### src/rtl/despread_seq.sv
// Chip-rate I/Q despreader with per-symbol dump and SEARCH/VERIFY/LOCK acquisition FSM.
// Optional macro DESPREAD_SAT_EN: saturating accumulators instead of two's-complement wrap.
module despread_seq #(
  parameter int CHIPS_PER_SYM = 16,
  parameter int SUM_W         = 10,
  parameter int TH            = 8,
  parameter int LOCK_CNT      = 4,
  parameter int MISS_CNT      = 3
) (
  input  logic                    clk,
  input  logic                    rst_n,
  input  logic                    en,
  input  logic                    chip_vld,
  input  logic signed [3:0]       rx_I,
  input  logic signed [3:0]       rx_Q,
  input  logic                    pn,
  output logic signed [SUM_W-1:0] sum_I,
  output logic signed [SUM_W-1:0] sum_Q,
  output logic                    result_ok,
  output logic                    flag,
  output logic                    slip
);

  localparam int CNT_W  = $clog2(CHIPS_PER_SYM);
  localparam int HIT_W  = $clog2(LOCK_CNT + 1);
  localparam int MISS_W = $clog2(MISS_CNT + 1);

`ifdef DESPREAD_SAT_EN
  localparam logic signed [SUM_W:0] SAT_MAX = {2'b00, {(SUM_W-1){1'b1}}};
  localparam logic signed [SUM_W:0] SAT_MIN = {2'b11, {(SUM_W-1){1'b0}}};
`endif

  typedef enum logic [1:0] {SEARCH, VERIFY, LOCK} state_t;

  state_t                  state, state_nxt;
  logic [HIT_W-1:0]        hit_cnt, hit_nxt;
  logic [MISS_W-1:0]       miss_cnt, miss_nxt;
  logic                    slip_nxt;
  logic signed [SUM_W-1:0] acc_I, acc_Q, acc_I_nxt, acc_Q_nxt;
  logic signed [SUM_W-1:0] s_I, s_Q;
  logic [CNT_W-1:0]        chip_cnt;
  logic                    dump_d, rdy_d, eval, is_hit;
  logic [SUM_W:0]          metric;

  function automatic logic signed [SUM_W-1:0] acc_step(
    input logic signed [SUM_W-1:0] acc,
    input logic signed [3:0]       rx,
    input logic                    neg
  );
    logic signed [SUM_W-1:0] term;
`ifdef DESPREAD_SAT_EN
    logic signed [SUM_W:0] wide;
`endif
    term = {{(SUM_W-4){rx[3]}}, rx};
    if (neg) term = -term;
`ifdef DESPREAD_SAT_EN
    wide = {acc[SUM_W-1], acc} + {term[SUM_W-1], term};
    if (wide > SAT_MAX)      return SAT_MAX[SUM_W-1:0];
    else if (wide < SAT_MIN) return SAT_MIN[SUM_W-1:0];
    else                     return wide[SUM_W-1:0];
`else
    return acc + term;
`endif
  endfunction

  // Magnitude needs one extra bit so the most negative sum maps to +2^(SUM_W-1).
  function automatic logic [SUM_W:0] mag(input logic signed [SUM_W-1:0] v);
    logic [SUM_W:0] ext;
    ext = {v[SUM_W-1], v};
    return v[SUM_W-1] ? ((SUM_W+1)'(0) - ext) : ext;
  endfunction

  assign acc_I_nxt = acc_step(acc_I, rx_I, pn);
  assign acc_Q_nxt = acc_step(acc_Q, rx_Q, pn);
  assign metric    = mag(s_I) + mag(s_Q);
  assign is_hit    = (metric >= (SUM_W+1)'(TH));
  assign eval      = dump_d & en;

  always_comb begin
    state_nxt = state;
    hit_nxt   = hit_cnt;
    miss_nxt  = miss_cnt;
    slip_nxt  = 1'b0;
    case (state)
      SEARCH: begin
        if (is_hit) begin
          if (LOCK_CNT == 1) begin
            state_nxt = LOCK;
            miss_nxt  = '0;
          end else begin
            state_nxt = VERIFY;
            hit_nxt   = HIT_W'(1);
          end
        end else begin
          slip_nxt = 1'b1;
        end
      end
      VERIFY: begin
        if (is_hit) begin
          hit_nxt = hit_cnt + HIT_W'(1);
          if (hit_nxt == HIT_W'(LOCK_CNT)) begin
            state_nxt = LOCK;
            miss_nxt  = '0;
          end
        end else begin
          state_nxt = SEARCH;
          hit_nxt   = '0;
          slip_nxt  = 1'b1;
        end
      end
      LOCK: begin
        if (is_hit) begin
          miss_nxt = '0;
        end else begin
          miss_nxt = miss_cnt + MISS_W'(1);
          if (miss_nxt == MISS_W'(MISS_CNT)) begin
            state_nxt = SEARCH;
            hit_nxt   = '0;
            miss_nxt  = '0;
            slip_nxt  = 1'b1;
          end
        end
      end
      default: state_nxt = SEARCH;
    endcase
  end

  always_ff @(posedge clk) begin
    if (!rst_n) begin
      state    <= SEARCH;
      hit_cnt  <= '0;
      miss_cnt <= '0;
    end else if (eval) begin
      state    <= state_nxt;
      hit_cnt  <= hit_nxt;
      miss_cnt <= miss_nxt;
    end
  end

  // Dump at T latches s_I/s_Q, evaluation at T+1 updates outputs, result_ok fires at T+2.
  always_ff @(posedge clk) begin
    if (!rst_n) begin
      acc_I     <= '0;
      acc_Q     <= '0;
      chip_cnt  <= '0;
      s_I       <= '0;
      s_Q       <= '0;
      dump_d    <= 1'b0;
      rdy_d     <= 1'b0;
      sum_I     <= '0;
      sum_Q     <= '0;
      flag      <= 1'b0;
      slip      <= 1'b0;
      result_ok <= 1'b0;
    end else begin
      dump_d    <= 1'b0;
      rdy_d     <= 1'b0;
      slip      <= 1'b0;
      result_ok <= rdy_d;
      if (!en) begin
        acc_I    <= '0;
        acc_Q    <= '0;
        chip_cnt <= '0;
      end else if (chip_vld) begin
        if (chip_cnt == CNT_W'(CHIPS_PER_SYM - 1)) begin
          s_I      <= acc_I_nxt;
          s_Q      <= acc_Q_nxt;
          acc_I    <= '0;
          acc_Q    <= '0;
          chip_cnt <= '0;
          dump_d   <= 1'b1;
        end else begin
          acc_I    <= acc_I_nxt;
          acc_Q    <= acc_Q_nxt;
          chip_cnt <= chip_cnt + CNT_W'(1);
        end
      end
      if (eval) begin
        sum_I <= s_I;
        sum_Q <= s_Q;
        flag  <= (state_nxt == LOCK);
        slip  <= slip_nxt;
        rdy_d <= 1'b1;
      end
    end
  end

endmodule
### config.mk
export PLATFORM = sky130hd
export DESIGN_NAME = despread_seq
export DESIGN_NICKNAME = d
export VERILOG_FILES = /design/src/rtl/despread_seq.sv
export SDC_FILE = /design/constraint.sdc
export NUM_CORES = 1
export LEC_CHECK = 0
export BUFFER_PORTS_ARGS = -buffer_cell sky130_fd_sc_hd__buf_2
export CAP_MARGIN = 25
export CORE_MARGIN = 10
export CORE_UTILIZATION = 55
export DETAILED_ROUTE_END_ITERATION = 6
export PLACE_DENSITY_LB_ADDON = 0.25
export SYNTH_ARGS = -nofsm -noshare
export SYNTH_HDL_FRONTEND = slang
export SYNTH_SLANG_ARGS = --single-unit
### constraint.sdc
create_clock -name clk -period 3.8 [get_ports clk]
set_input_delay 0.19 -clock clk [delete_from_list [all_inputs] [get_ports clk]]
set_output_delay 0.19 -clock clk [all_outputs]
set_load 0.005 [all_outputs]
==> run summary <==
Top post-synthesis cells by area -> dfxtp_1 (33%), ha_1 (12%), nand2_1 (9.2%)
List of most frequent post-synthesis cells -> nand2_1 (114), dfxtp_1 (76), a21oi_1 (57)
CTS Hold Bufs -> 0
Max Slew Vio Count -> 0
Combinational share of power -> 13.0%
IO Port Bufs -> 35
Worst IR Drop VDD -> 0.203 mV
Final setup violation count -> 0
CTS clk-pin slew, worst paths -> 0.08 ns
Reg power frac -> 50.7%
Net Count, Synth -> 647
PnR worst setup slack -> 0.0591 ns
Global-route wire length before repair -> 18.0 mm
GP Congestion -> 0.883
Worst EP arrival -> 3.98 ns
Initial drt markers -> 156
Share of the synthesized area in the top cell type -> 32.6%
Worst Tran Pin Value -> 0.996 ns
Rows -> 33
Maximum level of the CTS H-tree -> 3
FMAX -> 267 MHz
Sequential share of the synthesized area -> 32.6%
Hold Violations, Final -> 0
CTS tree -> done
Sw Pwr -> 0.453 mW
Die area -> 12600 µm²
Crit share post-route -> 98.4%
Share of layout cells above drive strength 1 -> 14.8%
Final Util -> 63.8%
Syn Area/Cell -> 7.93 µm²
CP required -> 4.04 ns
Netlist cell types -> 51
Async SR Flop Fraction -> 0%
Power per cell area -> 306 nW/µm²
Overall Power -> 1.60 mW
Pleak -> 2.19 nW
Antenna cell count -> 0
Post-DP HPWL -> 7.90 mm
Maxcap violations -> 0
Clock power share -> 36.3%
Initial antenna violation count -> 0
Skew final -> 0.00655 ns
Finished Layout Cells -> 725
IO Pins -> 36
Worst hold slack -> 0.155 ns
Switching Share -> 28.3%
Worst-skew pair later-pin latency -> 0.36 ns
Num CTS Buffers -> 9
CP max FO -> 6
Chip height -> 112 µm
Top-count cell post-synth -> nand2_1
CORE AREA -> 8220 µm²
DP Cell Count -> 706
Initial Util -> 56.8%
CP startpoint kind -> flop
Syn Inst Count -> 588
Number of synthesized flops with an enable pin -> 0
DRC violations left -> 0
Int Pwr -> 1.15 mW
Fin nets -> 674
Setup crit end kind -> flop
Largest net degree at the start of global routing -> 29
Grt ovf -> 0
First-pass detailed-route iteration total -> 4
Root Buffer -> clkbuf_8
Synth Cell Area -> 4660 µm²
Slew Limit Headroom -> 33.4%
Main synth FF type -> dfxtp_1
Avg WL per Cell -> 15.0 µm
Worst Hold Class -> input port to flop
Clock tree buffer depth -> 2
Pre-CTS WS -> 0.0406 ns
Vias -> 4163
Final ANT Viol Nets -> 0
Tmin final -> 3.74 ns
Largest area contributor in the netlist -> dfxtp_1
Overall Global Routing Usage -> 16.6%
Yosys reg bits -> 76
Die width -> 112 µm
DR vias/cell -> 5.74
Worst setup path category -> flop to flop
Warnings, synthesis -> 0
Status -> completed
Vias in the first global route -> 3979
Drt total wl -> 10.9 mm
TritonCTS Sinks -> 76
Syn-to-layout area delta -> 12.3%
## per-stage QoR
stage	instance area [µm²]	setup TNS (ns)
final	5240	0
after CTS	5070	0
after global routing	5240	-0.269
after global placement	4890	0
after detailed placement	4890	0
after floorplan	4660	0
## final timing paths
path	from	to	slack (ns)	cells after the start
max	s_Q[1]	hit_cnt[2]	0.06	16
min	chip_vld	acc_I[9]	0.15	2
max reg2reg	s_Q[1]	hit_cnt[2]	0.06	16
min reg2reg	rdy_d	result_ok	0.45	1
## power by group through the flow
stage	clock [mW]	sequential, mW	combinational (mW)
2_1_floorplan	0	0.831	0.162
3_3_place_gp	0	0.832	0.200
3_5_place_dp	0	0.833	0.207
4_1_cts	0.591	0.814	0.208
5_1_grt	0.626	0.815	0.236
6_report	0.581	0.813	0.208
## registers in the layout, summed over array words and instances (netlist names)
signal,count
result_ok,1
hit_cnt,3
flag,1
s_I,10
rdy_d,1
dump_d,1
state,2
sum_Q,10
acc_Q,10
sum_I,10
miss_cnt,2
chip_cnt,4
s_Q,10
slip,1
acc_I,10
## cells by family (layout without fill, tap and decap cells)
| family | Yosys count | in the layout | synth area share (%) |
|---|---|---|---|
| simple gates | 227 | 228 | 22.1 |
| xor+xnor | 38 | 38 | 7.14 |
| fa+ha+maj | 46 | 46 | 12.8 |
| buf+inv | 51 | 82 | 4.27 |
| compound gates | 146 | 146 | 20.1 |
| mux | 4 | 4 | 0.939 |
| flops | 76 | 76 | 32.6 |
## area by class of cell
class | instances | area (µm²)
Multi-Input combinational cell | 462 | 3090
Fill cell | 743 | 2980
Sequential cell | 76 | 1530
Timing Repair Buffer | 39 | 205
Clock buffer | 10 | 138
Tap cell | 105 | 131
Inverter | 27 | 101
Clock inverter | 6 | 47.5
## what timing repair did
item | in CTS | in global routing
resized for setup | 0 | 31
setup buffers | 0 | 2
endpoints found under the setup margin | 0 | 8
## layout by cell type, fill, tap and decap left out, types with 4 or more instances in the layout
master	Yosys	final
a211oi_1	9	6
a21o_1	7	7
a21oi_1	57	55
a22oi_1	16	16
and2_1	5	5
buf_2	0	35
buf_4	0	4
clkbuf_8	0	10
clkinvlp_4	0	4
dfxtp_1	76	72
ha_1	43	42
inv_1	25	25
nand2_1	114	113
nand2b_1	8	8
nand3_1	13	13
nor2_1	46	46
nor2b_1	4	4
nor3_1	12	12
o21ai_0	19	17
o21bai_1	5	5
o31ai_1	7	4
or2_2	4	4
or3_1	7	6
xnor2_1	26	25
xor2_1	12	12
## per-layer routing
layer	global-route usage, %	vias to the layer above	part of all wire [%]
met5	0	-	0
met3	3.25	27	5.0
met4	6.51	0	2.3
li1	-	2093	-
met1	21.0	1926	47
met2	27.1	117	46
## worst max-delay path, stage by stage, from the launching register on
cell and delay [ns]:
dfxtp_4 0.37, inv_1 0.06, ha_1 0.15, nand2_1 0.07, or3_4 0.36, nand2_2 0.10
xnor2_2 0.11, ha_2 0.30, buf_4 0.16, a2111oi_4 0.30, o21ai_2 0.12, a211o_1 0.29
o211a_2 0.15, or3_2 0.51, and4_1 0.26, o21ai_1 0.21, a21oi_2 0.08
Power figures use the tool's default switching activity.
